==> src/rtl/wb_host_pkg.sv <==
// Shared types and constants for the Wishbone host initiator.
// Latency: n/a (package only).
// Backpressure: n/a (package only).
package wb_host_pkg;

  localparam int WB_ADR_W = 32;
  localparam int WB_DAT_W = 32;
  localparam int WB_SEL_W = 4;

  // Read data returned with an aborted (timed-out) cycle.
  localparam logic [WB_DAT_W-1:0] WB_HOST_ERR_DATA = 32'h0;

  typedef enum logic [1:0] {
    ST_IDLE = 2'd0,
    ST_BUS  = 2'd1,
    ST_RESP = 2'd2
  } wb_host_state_t;

endpackage

==> src/rtl/wb_host_timeout.sv <==
// Ack watchdog: counts BUS cycles without an acknowledge and flags expiry.
// Latency: expire_o is combinational on the current count (fires on the TIMEOUT_CYCLES-th wait cycle).
// Backpressure: none; clear_i has priority over enable_i.
module wb_host_timeout
  import wb_host_pkg::*;
#(
  parameter int TIMEOUT_CYCLES = 1024
) (
  input  logic wb_clk_i,
  input  logic wb_rst_i,
  input  logic clear_i,
  input  logic enable_i,
  output logic expire_o
);

  localparam int CNT_W = $clog2(TIMEOUT_CYCLES);
  localparam logic [CNT_W-1:0] CNT_LAST = CNT_W'(TIMEOUT_CYCLES - 1);

  logic [CNT_W-1:0] cnt_q;
  logic [CNT_W-1:0] cnt_d;

  // Restart from zero outside BUS, otherwise count each cycle spent waiting for ack.
  always_comb begin
    cnt_d = cnt_q;
    if (clear_i) begin
      cnt_d = '0;
    end else if (enable_i) begin
      cnt_d = cnt_q + CNT_W'(1);
    end
  end

  // Counter register.
  always_ff @(posedge wb_clk_i or posedge wb_rst_i) begin
    if (wb_rst_i) begin
      cnt_q <= '0;
    end else begin
      cnt_q <= cnt_d;
    end
  end

  // The count has already covered TIMEOUT_CYCLES-1 waits, so this edge is the last one.
  assign expire_o = enable_i && (cnt_q == CNT_LAST);

endmodule

==> src/rtl/wb_host_master.sv <==
// Single-outstanding Wishbone classic initiator: command stream in, bus cycle, response stream out.
// Latency: cyc/stb one edge after accept; response one edge after sampled ack (or abort).
// Backpressure: cmd_ready_o only in IDLE; response held until rsp_ready_i. Watchdog: WB_HOST_TIMEOUT_EN.
module wb_host_master
  import wb_host_pkg::*;
#(
  parameter int TIMEOUT_CYCLES = 1024
) (
  input  logic                wb_clk_i,
  input  logic                wb_rst_i,
  input  logic                cmd_valid_i,
  output logic                cmd_ready_o,
  input  logic                cmd_we_i,
  input  logic [WB_ADR_W-1:0] cmd_adr_i,
  input  logic [WB_DAT_W-1:0] cmd_dat_i,
  input  logic [WB_SEL_W-1:0] cmd_sel_i,
  output logic                rsp_valid_o,
  input  logic                rsp_ready_i,
  output logic [WB_DAT_W-1:0] rsp_dat_o,
  output logic                rsp_err_o,
  output logic                wb_cyc_o,
  output logic                wb_stb_o,
  output logic                wb_we_o,
  output logic [WB_SEL_W-1:0] wb_sel_o,
  output logic [WB_ADR_W-1:0] wb_adr_o,
  output logic [WB_DAT_W-1:0] wb_dat_o,
  input  logic                wb_ack_i,
  input  logic [WB_DAT_W-1:0] wb_dat_i
);

  // A one-cycle watchdog window cannot be distinguished from a normal ack wait.
  if (TIMEOUT_CYCLES < 2) begin : g_bad_timeout
    $error("wb_host_master: TIMEOUT_CYCLES must be at least 2");
  end

  wb_host_state_t      state_q, state_d;
  logic                cyc_q, cyc_d;
  logic                stb_q, stb_d;
  logic                we_q, we_d;
  logic [WB_SEL_W-1:0] sel_q, sel_d;
  logic [WB_ADR_W-1:0] adr_q, adr_d;
  logic [WB_DAT_W-1:0] dat_q, dat_d;
  logic                rsp_vld_q, rsp_vld_d;
  logic [WB_DAT_W-1:0] rsp_dat_q, rsp_dat_d;
  logic                to_expire;
  logic                in_bus;

  assign in_bus = (state_q == ST_BUS);

`ifdef WB_HOST_TIMEOUT_EN
  logic rsp_err_q;

  wb_host_timeout #(
    .TIMEOUT_CYCLES(TIMEOUT_CYCLES)
  ) u_timeout (
    .wb_clk_i (wb_clk_i),
    .wb_rst_i (wb_rst_i),
    .clear_i  (!in_bus),
    .enable_i (in_bus && !wb_ack_i),
    .expire_o (to_expire)
  );

  // Error flag: an ack on the expiry edge wins, so only a wait without ack sets it.
  always_ff @(posedge wb_clk_i or posedge wb_rst_i) begin
    if (wb_rst_i) begin
      rsp_err_q <= 1'b0;
    end else if (in_bus) begin
      if (wb_ack_i) begin
        rsp_err_q <= 1'b0;
      end else if (to_expire) begin
        rsp_err_q <= 1'b1;
      end
    end
  end

  assign rsp_err_o = rsp_err_q;
`else
  assign to_expire = 1'b0;
  assign rsp_err_o = 1'b0;
`endif

  // Next-state and datapath: capture command in IDLE, wait for ack/abort in BUS, hold in RESP.
  always_comb begin
    state_d   = state_q;
    cyc_d     = cyc_q;
    stb_d     = stb_q;
    we_d      = we_q;
    sel_d     = sel_q;
    adr_d     = adr_q;
    dat_d     = dat_q;
    rsp_vld_d = rsp_vld_q;
    rsp_dat_d = rsp_dat_q;
    case (state_q)
      ST_IDLE: begin
        if (cmd_valid_i) begin
          we_d    = cmd_we_i;
          sel_d   = cmd_sel_i;
          adr_d   = cmd_adr_i;
          dat_d   = cmd_dat_i;
          cyc_d   = 1'b1;
          stb_d   = 1'b1;
          state_d = ST_BUS;
        end
      end
      ST_BUS: begin
        if (wb_ack_i) begin
          cyc_d     = 1'b0;
          stb_d     = 1'b0;
          we_d      = 1'b0;
          rsp_dat_d = we_q ? '0 : wb_dat_i;
          rsp_vld_d = 1'b1;
          state_d   = ST_RESP;
        end else if (to_expire) begin
          cyc_d     = 1'b0;
          stb_d     = 1'b0;
          we_d      = 1'b0;
          rsp_dat_d = WB_HOST_ERR_DATA;
          rsp_vld_d = 1'b1;
          state_d   = ST_RESP;
        end
      end
      ST_RESP: begin
        if (rsp_ready_i) begin
          rsp_vld_d = 1'b0;
          state_d   = ST_IDLE;
        end
      end
      default: begin
        state_d = ST_IDLE;
      end
    endcase
  end

  // State and registered outputs; reset drops everything asynchronously.
  always_ff @(posedge wb_clk_i or posedge wb_rst_i) begin
    if (wb_rst_i) begin
      state_q   <= ST_IDLE;
      cyc_q     <= 1'b0;
      stb_q     <= 1'b0;
      we_q      <= 1'b0;
      sel_q     <= '0;
      adr_q     <= '0;
      dat_q     <= '0;
      rsp_vld_q <= 1'b0;
      rsp_dat_q <= '0;
    end else begin
      state_q   <= state_d;
      cyc_q     <= cyc_d;
      stb_q     <= stb_d;
      we_q      <= we_d;
      sel_q     <= sel_d;
      adr_q     <= adr_d;
      dat_q     <= dat_d;
      rsp_vld_q <= rsp_vld_d;
      rsp_dat_q <= rsp_dat_d;
    end
  end

  // IDLE is the only state that accepts; no bypass from RESP straight into a new cycle.
  assign cmd_ready_o = (state_q == ST_IDLE);
  assign rsp_valid_o = rsp_vld_q;
  assign rsp_dat_o   = rsp_dat_q;
  assign wb_cyc_o    = cyc_q;
  assign wb_stb_o    = stb_q;
  assign wb_we_o     = we_q;
  assign wb_sel_o    = sel_q;
  assign wb_adr_o    = adr_q;
  assign wb_dat_o    = dat_q;

endmodule

==> config.mk <==
export PLATFORM = sky130hd
export DESIGN_NAME = wb_host_master
export DESIGN_NICKNAME = d
export VERILOG_FILES = /design/src/rtl/wb_host_pkg.sv /design/src/rtl/wb_host_timeout.sv /design/src/rtl/wb_host_master.sv
export SDC_FILE = /design/constraint.sdc
export NUM_CORES = 1
export LEC_CHECK = 0
export ABC_AREA = 1
export BUFFER_PORTS_ARGS = -buffer_cell sky130_fd_sc_hd__buf_2
export CAP_MARGIN = 20
export CELL_PAD_IN_SITES_DETAIL_PLACEMENT = 1
export CELL_PAD_IN_SITES_GLOBAL_PLACEMENT = 2
export CORE_MARGIN = 3
export CORE_UTILIZATION = 24
export CTS_CLUSTER_SIZE = 25
export DETAILED_ROUTE_END_ITERATION = 7
export GPL_TIMING_DRIVEN = 0
export HOLD_SLACK_MARGIN = 0.05
export MAX_ROUTING_LAYER = met4
export PLACE_DENSITY = 0.76
export SLEW_MARGIN = 20
export SYNTH_ARGS = -nofsm -noshare
export SYNTH_HDL_FRONTEND = slang
export SYNTH_HIERARCHICAL = 1
export SYNTH_SLANG_ARGS = --single-unit
==> constraint.sdc <==
create_clock -name wb_clk_i -period 4.1 [get_ports wb_clk_i]
set_input_delay 0.82 -clock wb_clk_i [delete_from_list [all_inputs] [get_ports wb_clk_i]]
set_output_delay 0.82 -clock wb_clk_i [all_outputs]
set_load 0.02 [all_outputs]
Yosys cells after proc, flatten, opt, wreduce, memory -nomap -nowiden
Cells that the tools add are included.
Cells by class
  $add $sub $neg: 0
  multiply operators: 0
  divide/modulo/power cells: 0
  order comparisons: 0
  equal/unequal tests: 5
  shift-type cells: 0
  muxes and demuxes: 13
  bitwise gates (word level): 0
  reduce and logical (&&, ||, !) cells: 8
Operator list (count)
  32-bit 2-to-1 mux: 1
  3-bit AND reduction: 3
  2-bit 2-to-1 mux: 3
  2-bit != test, second input constant: 3
  1-bit one-hot mux with 2 select lines: 3
  2-bit one-hot mux with 3 select lines: 1
  1-bit 2-to-1 mux: 5
  2-bit AND reduction: 2
  2-bit nonzero test: 2
  2-bit by 1-bit == test with 1-bit output, second input constant: 1
  2-bit == test, second input constant: 1
  2-bit zero test: 1
Word-level totals
  bits in registers: 105
  latch bits: 0
  RAM bits: 0
  ROM bits: 0
  input bits: 106
  output and inout bits: 106
  logic and storage cells: 34
  memories kept: 0

Depth between registers and ports, before layout
  word-level depth: 3
  gate-level depth with buffers: 7
  mapped depth without buffers: 5

Least setup slack after synthesis
Ideal clock, no wire load.
  path type: reg-to-output
  from: register state_q[0]
  to: output cmd_ready_o
  arrival: 0.739 ns
  data required time: 3.280 ns
  setup slack: 2.541 ns
  stages on the path, launching flop included: 2
  cell sequence: dfrtp_1 nor2_1
Between the ends
  cells in the longest elaborated chain, start to end: 1
RTL lines
  start, declared: line wb_host_master.sv:36  | wb_host_state_t state_q, state_d;
  start signal, assigned: line wb_host_master.sv:147  | state_q <= state_d;
  2-bit zero test: line wb_host_master.sv:160  | assign cmd_ready_o = (state_q == ST_IDLE);
  end, declared: line wb_host_master.sv:12  | output logic cmd_ready_o,
No other way between the ends.

Final worst setup path
Same ends and word-level chain as after synthesis.

==> metrics.yaml <==
status: "finished clean"
cts_max_path_buffers: 2
clk_pin_slew_ps: 70
period_share_pct: 48.17
drv_cap: 0
cp-startpoint: "state_q[0]$_DFFE_PP0P_"
synth_area_mm2: 0.004043
die_area_mm2: 0.01844
setup_viol: 0
finClkSkew_ps: 7.790
arrival_ps: 1150
io_buffer_count: 210
clk_latency_ps: 340
cp-end-kind: "primary output"
p_leak_nw: 3.297
grt_use_total_pct: 14.55
rsz0062_at_grt: "false"
viasPerCell: 4.231
cts_tree: "done"
final_cells: 897
synth.net_count: 560
total_power_mw: 4.847
worstReg2RegStart: "state_q[0]$_DFFE_PP0P_"
rows: 46
grt_pass1_vias: 4016
fillers: 1976
finalInstanceArea_mm2: 0.005728
place_area_mm2: 0.005396
grt_pass1_wl_um: 20530
dp_cells: 881
required_ps: 3280
post_cts_resized: 0
wl_per_cell_um: 14.57
synthDistinctLibCells: 15
drc_errors: 0
max_freq_mhz: 506.3
start_kind: "flop"
pre_cts_slack_ps: 2283
power_density_mw_per_mm2: 846.1
finalHoldViolCount: 0
critPathMaxFanout: 4
whs_ps: 474.0
finalNetCount: 782
netlist_instances: 454
drv_slew: 0
antenna_cells: 0
vias: 3795
path_class: "reg2out"
routed_wl_um: 13070
hp-class: "reg2reg"
cts_buffers: 9
cts.sinks: 105
cts_setup_buffers: 0
fin_ws_ps: 2125
utilization_pct: 35.42
ys_warn_count: 6
drt_iter0_drc: 125
antenna_left: 0
finalSetupTns_ps: 0
synth-seq-area-share_pct: 65.00
drt-pass1-iter-count: 4
start_util_pct: 25.00
htree_num_levels: 3
grt_max_degree: 57
grt_overflow: 0
yosys_register_bits: 105
area_growth_pct: 41.69
ff2ff_setup_slack_ps: 2660
fp.dieW_um: 135.8
drive_above_1_share_pct: 37.00
antenna_found_initial: 0
place.gp.congestion: 0.7422
coreArea_mm2: 0.01617
max-vdd-ir-drop_uv: 301.5
syn_avg_cell_area_um2: 8.904
min-delay-start: "wb_adr_o[13]$_DFFE_PP0P_"
cts.hold.buffers_added: 0
dieHeight_um: 135.8
cts.root.buffer_cell: "clkbuf_16"
place_hpwl_um: 10120
num_io_pins: 212
period_minus_slack_ps: 1975
==> layer usage <==
| layer | track usage (%) | part of all wire (%) | routed length, µm |
|---|---|---|---|
| met5 | - | 0 | 0 |
| met4 | 6.495 | 3.1 | 409 |
| met3 | 3.009 | 6.9 | 902 |
| met2 | 23.29 | 48 | 6215 |
| met1 | 17.81 | 42 | 5540 |
==> placed cells by master (no fill, tap or decap) <==
cell type   Yosys  layout
nand3_2         1       1
nand3_1         2       2
clkinvlp_4      0       2
buf_4           6       6
inv_2           3       3
o21ai_1        20      20
nand2_1       278     278
nor2_4          1       1
dfrtp_1       105     105
clkbuf_8        0       2
clkbuf_16       0       9
buf_2          13     223
buf_16          0       1
clkbuf_1        6       7
inv_1           2       1
nor2_1          1       1
o21ai_0        14      14
buf_6           1       1
inv_6           0       1
bufinv_16       0       2
conb_1          1       1
==> logic make-up (layout without fill, tap and decap cells) <==
group,after synthesis,after routing,synth area share [%]
AND/OR/NAND/NOR,283,283,26.68
other,1,1,0.09276
flip-flops,105,105,65.00
buffers and inverters,31,258,4.023
AO/OA/AOI/OAI,34,34,4.209
==> cells in the mapped netlist, drive strengths merged <==
cell	n	share of area [%]
dfrtp	105	65
o21ai	34	4.2
nand3	3	0.50
conb	1	0.093
buf	20	3.0
nand2	278	26
inv	5	0.46
nor2	2	0.37
clkbuf	6	0.56
==> report_power, final <==
part / internal [mW] / total, mW / switching, mW
logic: 0.683 / 2.13 / 1.45
clock network: 0.569 / 0.949 / 0.379
registers: 1.51 / 1.77 / 0.255
==> flip-flops by register name, summed over array words and instances (netlist names) <==
name / flops
rsp_valid_o: 1
wb_we_o: 1
wb_sel_o: 4
wb_stb_o: 1
wb_dat_o: 32
state_q: 2
rsp_dat_o: 32
wb_adr_o: 32
==> area by class of cell <==
type	count	area (µm²)	share of cell area, %
well taps	216	270.3	4.718
repair buffers	211	1079	18.83
flip-flops and latches	105	2628	45.87
multi-input cells	318	1252	21.87
clock buffers	12	256.5	4.478
clock inverters	4	75.07	1.311
inverters	5	23.77	0.4150
plain buffers	26	143.9	2.512
==> final timing paths <==
path | to | cells after the start
setup / recovery | cmd_ready_o | 2
setup reg to reg | wb_dat_o[31]$_DFFE_PP0P_ | 5
hold / removal | wb_adr_o[13]$_DFFE_PP0P_ | 2
max in group asynchronous | rsp_dat_o[20]$_DFFE_PP0P_ | 3
hold reg to reg | wb_adr_o[13]$_DFFE_PP0P_ | 2
min in group asynchronous | wb_adr_o[28]$_DFFE_PP0P_ | 2
==> worst max-delay path, stage by stage, from the launching register on <==
cell     delay (ps)
dfrtp_1         420
nor2_1          180
buf_2           210
No activity file was read; power rests on OpenSTA's default activity.
